## src/rtl/tick_sched_pkg.sv

```systemverilog
// Shared types and constants for the tick scheduler: channel state, mode encoding, defaults.
package tick_sched_pkg;

    typedef enum logic {
        StIdle = 1'b0,
        StRun  = 1'b1
    } ch_state_e;

    localparam logic ModePeriodic = 1'b0;
    localparam logic ModeOneshot  = 1'b1;

    localparam int unsigned DefPrescale = 100000;
    localparam int unsigned DefCw       = 16;

endpackage

```

## src/rtl/tick_prescaler.sv

```systemverilog
// Free-running prescaler: base_tick is a registered one-cycle strobe every PRESCALE clocks.
module tick_prescaler
    import tick_sched_pkg::*;
#(
    parameter int unsigned PRESCALE = DefPrescale
) (
    input  logic clk,
    input  logic rst,
    output logic base_tick
);

    localparam int unsigned CntW = $clog2(PRESCALE);

    logic [CntW-1:0] r_cnt;
    logic            r_base_tick;
    logic            w_wrap;

    assign w_wrap = (r_cnt == CntW'(PRESCALE - 1));

    always_ff @(posedge clk or posedge rst) begin
        if (rst) begin
            r_cnt       <= '0;
            r_base_tick <= 1'b0;
        end else begin
            r_cnt       <= w_wrap ? '0 : r_cnt + CntW'(1);
            r_base_tick <= w_wrap;
        end
    end

    assign base_tick = r_base_tick;

endmodule

```

## src/rtl/tick_scheduler.sv

```systemverilog
// NCH independent down-counting timer channels sharing one base-tick prescaler.
// Define TICK_SCHED_STATUS_EN to add the stat_ch/stat_count live-count readback.
module tick_scheduler
    import tick_sched_pkg::*;
#(
    parameter int unsigned PRESCALE = DefPrescale,
    parameter int unsigned NCH      = 4,
    parameter int unsigned CW       = DefCw,
    localparam int unsigned ChW     = (NCH > 1) ? $clog2(NCH) : 1
) (
    input  logic           clk,
    input  logic           rst,
    input  logic           cfg_valid,
    output logic           cfg_ready,
    input  logic [ChW-1:0] cfg_ch,
    input  logic [CW-1:0]  cfg_period,
    input  logic           cfg_oneshot,
    input  logic           cfg_en,
    output logic           base_tick,
    output logic [NCH-1:0] tick,
    output logic [NCH-1:0] busy
`ifdef TICK_SCHED_STATUS_EN
    ,
    input  logic [ChW-1:0] stat_ch,
    output logic [CW-1:0]  stat_count
`endif
);

    logic           w_base_tick;
    logic           w_accept;
    logic           r_started;
    ch_state_e      r_state    [NCH];
    ch_state_e      w_state_d  [NCH];
    logic [CW-1:0]  r_count    [NCH];
    logic [CW-1:0]  w_count_d  [NCH];
    logic [CW-1:0]  r_period   [NCH];
    logic [CW-1:0]  w_period_d [NCH];
    logic           r_mode     [NCH];
    logic           w_mode_d   [NCH];
    logic [NCH-1:0] r_tick;
    logic [NCH-1:0] w_tick_d;

    tick_prescaler #(
        .PRESCALE (PRESCALE)
    ) u_prescaler (
        .clk       (clk),
        .rst       (rst),
        .base_tick (w_base_tick)
    );

    // Writes are blocked on base_tick cycles, so a channel never sees a write and a tick together.
    assign cfg_ready = r_started & ~w_base_tick;
    assign w_accept  = cfg_valid & cfg_ready;
    assign base_tick = w_base_tick;

    always_comb begin
        w_tick_d = '0;
        for (int i = 0; i < NCH; i++) begin
            w_state_d[i]  = r_state[i];
            w_count_d[i]  = r_count[i];
            w_period_d[i] = r_period[i];
            w_mode_d[i]   = r_mode[i];
            if (w_accept && int'(cfg_ch) == i) begin
                if (cfg_en && cfg_period != '0) begin
                    w_state_d[i]  = StRun;
                    w_count_d[i]  = cfg_period;
                    w_period_d[i] = cfg_period;
                    w_mode_d[i]   = cfg_oneshot ? ModeOneshot : ModePeriodic;
                end else begin
                    w_state_d[i] = StIdle;
                    w_count_d[i] = '0;
                end
            end else if (r_state[i] == StRun && w_base_tick) begin
                if (r_count[i] == CW'(1)) begin
                    w_tick_d[i] = 1'b1;
                    if (r_mode[i] == ModePeriodic) begin
                        w_count_d[i] = r_period[i];
                    end else begin
                        w_state_d[i] = StIdle;
                        w_count_d[i] = '0;
                    end
                end else begin
                    w_count_d[i] = r_count[i] - CW'(1);
                end
            end
        end
    end

    always_ff @(posedge clk or posedge rst) begin
        if (rst) begin
            r_started <= 1'b0;
            r_tick    <= '0;
            for (int i = 0; i < NCH; i++) begin
                r_state[i]  <= StIdle;
                r_count[i]  <= '0;
                r_period[i] <= '0;
                r_mode[i]   <= ModePeriodic;
            end
        end else begin
            r_started <= 1'b1;
            r_tick    <= w_tick_d;
            for (int i = 0; i < NCH; i++) begin
                r_state[i]  <= w_state_d[i];
                r_count[i]  <= w_count_d[i];
                r_period[i] <= w_period_d[i];
                r_mode[i]   <= w_mode_d[i];
            end
        end
    end

    always_comb begin
        busy = '0;
        for (int i = 0; i < NCH; i++) begin
            busy[i] = (r_state[i] == StRun);
        end
    end

    assign tick = r_tick;

`ifdef TICK_SCHED_STATUS_EN
    always_comb begin
        stat_count = '0;
        for (int i = 0; i < NCH; i++) begin
            if (int'(stat_ch) == i && r_state[i] == StRun) begin
                stat_count = r_count[i];
            end
        end
    end
`endif

endmodule

```

## config.mk

```make
export PLATFORM = sky130hd
export DESIGN_NAME = tick_scheduler
export DESIGN_NICKNAME = d
export VERILOG_FILES = /design/src/rtl/tick_sched_pkg.sv /design/src/rtl/tick_prescaler.sv /design/src/rtl/tick_scheduler.sv
export SDC_FILE = /design/constraint.sdc
export NUM_CORES = 1
export LEC_CHECK = 0
export CAP_MARGIN = 0
export CORE_MARGIN = 2
export CORE_UTILIZATION = 63
export CTS_BUF_LIST = sky130_fd_sc_hd__clkbuf_8
export CTS_CLUSTER_DIAMETER = 200
export DETAILED_ROUTE_END_ITERATION = 10
export GPL_ROUTABILITY_DRIVEN = 0
export PLACE_DENSITY = 0.79
export SKIP_CTS_REPAIR_TIMING = 1
export SLEW_MARGIN = 20
export SYNTH_ARGS = -nofsm -noshare
export SYNTH_HDL_FRONTEND = slang
export SYNTH_HIERARCHICAL = 1
export SYNTH_SLANG_ARGS = --single-unit
```

## constraint.sdc

```tcl
create_clock -name clk -period 5.4 [get_ports clk]
set_input_delay 1.08 -clock clk [delete_from_list [all_inputs] [get_ports clk]]
set_output_delay 1.08 -clock clk [all_outputs]
set_load 0.02 [all_outputs]
```

==> impl_metrics.tcl <==
set metrics [dict create \
    status "completed" \
    hp-start "r_period[46]" \
    ir_drop_v 0.000194 \
    ys_top_cells_by_count "191 x nand2_1, 159 x dfrtp_1, 65 x nor2_1" \
    synthTopCellsByArea "dfrtp_1 47%, nand2_1 8.5%, o21ai_0 3.0%, a21oi_1 2.9%, nor2_1 2.9%" \
    drive_gt1_frac 0.0710 \
    ios 33 \
    crit_type "input port to flip-flop" \
    slew_headroom 0.279 \
    critPathArrivalTime_ns 3.48 \
    synthArstFlopShare 1.00 \
    initial_core_util 0.639 \
    yosysTopAreaCellShare 0.474 \
    seqPwrFrac 0.522 \
    power_density_mw_per_mm2 334 \
    numCtsBuffers 17 \
    finalHoldViolCount 0 \
    cts_max_path_buffers 2 \
    total_power_uw 3060 \
    critPathMaxFanout 18 \
    max_freq_ghz 0.321 \
    period_needed_ns 3.12 \
    synth.distinct_cells 69 \
    fp.dieH_um 119 \
    grt_first_pass_wirelength_um 36900 \
    routedWlPerCell_um 19.8 \
    viasPerCell 6.58 \
    synthCells 935 \
    clock_power_share 0.285 \
    wl_um 22400 \
    clk_latency_ns 0.48 \
    post-synth-top-count-cell "nand2_1" \
    max_stage_delay_ns 0.56 \
    overflow 0 \
    htreeDepth 4 \
    cts.clk_slew.worst_paths_ns 0.08 \
    core_mm2 0.0131 \
    end_kind "flip-flop" \
    drv_cap 0 \
    netSwitchingPower_uw 966 \
    clkSinkCount 159 \
    io_buffers 32 \
    syn_area_per_cell_um2 8.98 \
    cts_root_buf "clkbuf_8" \
    fin_skew_ns 0.0116 \
    leakage_uw 0.00399 \
    antenna_found_initial 0 \
    required_ns 5.76 \
    area_delta_synth_final_pct 9.25 \
    die_area_mm2 0.0143 \
    reg2reg_from "r_count[34]" \
    combPwrFrac 0.194 \
    dr.pass1.iters 6 \
    swShare 0.315 \
    ff2ff_path_depth 5 \
    cp_cell_sequence "clkdlybuf4s50_1 -> and2_1 -> nand3_1 -> nor2_2 -> buf_4 -> mux2_2" \
    slowest_stage "nor2_2" \
    p_int_uw 2100 \
    crit_path_start_kind "input port" \
    track_usage 0.329 \
    hp-class "flip-flop to flip-flop" \
    hold_depth 2 \
    grt_pass1_vias 7190 \
    min_to "r_period[46]" \
    multi_input_area_mm2 0.00413 \
    synth_warnings 6 \
    drtAntennaViolNets 0 \
    r2r_slack_ns 2.33 \
    hpwl_um 14700 \
    synth_seq_cells 159 \
    r2r-end "r_count[41]" \
    finalCritPeriodShare 0.577 \
    die_w_um 119 \
    synth-seq-area-share 0.474 \
    synth_ff_type "dfrtp_1" \
    worst_pin_slew_ns 1.08 \
    vias 7461 \
    register_area_mm2 0.00398 \
    drtIter0Drc 1023 \
    yosys.area.top_type "dfrtp_1" \
    num_rows 42 \
    finalSetupViolations 0 \
    num_antenna_cells 0 \
    cts_tree "yes" \
    final_nets 977 \
    grt_max_degree 112 \
    rsz0062_at_grt "false" \
    synth_area_mm2 0.00840 \
    syn-num-nets 967 \
    fillers 1039 \
    drv_slew 0 \
    synth-edff-count 0 \
    drc 0 \
    tns_ns 0 \
]
==> worst max-delay path: cells and delay by family <==
family / cells / cell delay (ns)
multiplexers: 1 / 0.36
AND/OR/NAND/NOR: 3 / 1.18
buffers and inverters: 2 / 0.84
==> logic make-up (layout without fill, tap and decap cells) <==
kind of cell / count (synthesis) / after routing / synth area share
fa+ha+maj: 9 / 9 / 0.0134
buf+inv: 70 / 93 / 0.0353
compound gates: 209 / 209 / 0.159
mux: 13 / 13 / 0.0173
flops: 159 / 159 / 0.474
simple gates: 425 / 425 / 0.250
xor+xnor: 49 / 49 / 0.0511
other cells: 1 / 1 / 0.000447
==> state kept, by name, summed over array words and instances, names as in the netlist <==
signal	count
r_count	64
r_period	64
tick	4
u_prescaler/r_cnt	17
busy	4
r_mode	4
u_prescaler/base_tick	1
r_started	1
==> metrics by stage <==
step                instance area [um2]  utilization  worst slack (ns)  std cells  hold slack [ns]
global route                       9180        0.698              2.10       1134            0.487
detailed placement                 8780        0.668              1.68       1102            0.459
floorplan                          8400            -             0.539        935            0.436
global placement                   8780        0.668              1.83       1102            0.451
finish                             9180        0.698              2.28       1134            0.469
CTS                                9170        0.698              2.17       1134            0.476
==> power by group through the flow <==
stage | Combinational, uW | Clock [uW] | Sequential (uW)
after floorplan | 446 | 0 | 1550
after global placement | 557 | 0 | 1590
after detailed placement | 584 | 0 | 1610
after CTS | 588 | 881 | 1590
after global routing | 666 | 929 | 1620
final | 593 | 873 | 1600
==> layout make-up <==
| class | count | area share |
|---|---|---|
| well taps | 176 | 0.0240 |
| clock inverters | 8 | 0.00668 |
| repair buffers | 38 | 0.0398 |
| flip-flops and latches | 159 | 0.434 |
| multi-input cells | 706 | 0.450 |
| clock buffers | 24 | 0.0360 |
| inverters | 23 | 0.00995 |
==> layer usage <==
metal  share of wire  vias to the layer above  global-route usage  wire [um]
met1            0.43                     3681               0.464       9530
li1                -                     3345                   -          -
met2            0.47                      384               0.504      10600
met4           0.026                        0               0.133        583
met3           0.078                       51              0.0642       1740
met5               0                        -                   0          0
==> placed cells by master (no fill, tap or decap), types with 4 or more instances in the layout <==
master	instances
clkinv_2	4
a211oi_1	7
o221ai_1	4
nand3_1	26
nand4_1	7
buf_4	6
clkbuf_8	24
xor2_1	22
clkdlybuf4s50_1	32
and3_1	9
nor4_1	17
nor2b_1	7
and2_1	10
a311oi_1	5
nor2_1	63
o22ai_1	12
o31ai_1	6
and4_1	4
nor4_2	5
a31oi_1	14
a22oi_1	23
nor3_1	30
ha_1	9
or3_1	8
xnor2_1	27
mux2_2	12
a221o_1	5
o211ai_1	8
nand2b_1	4
nand2_1	191
a32oi_1	4
dfrtp_1	159
inv_1	24
o21ai_0	50
nor3b_1	20
a21oi_1	49
==> how the worst max path moves through the flow <==
stage	from	to	slack (ns)
after global routing	r_count[34]	r_count[36]	2.10
final	cfg_valid	r_period[7]	2.28
after detailed placement	cfg_valid	r_count[20]	1.68
after CTS	cfg_valid	r_count[20]	2.17
after global placement	cfg_valid	r_count[20]	1.83
after floorplan	rst	busy[0]	0.54
No activity file was read; power rests on OpenSTA's default activity.
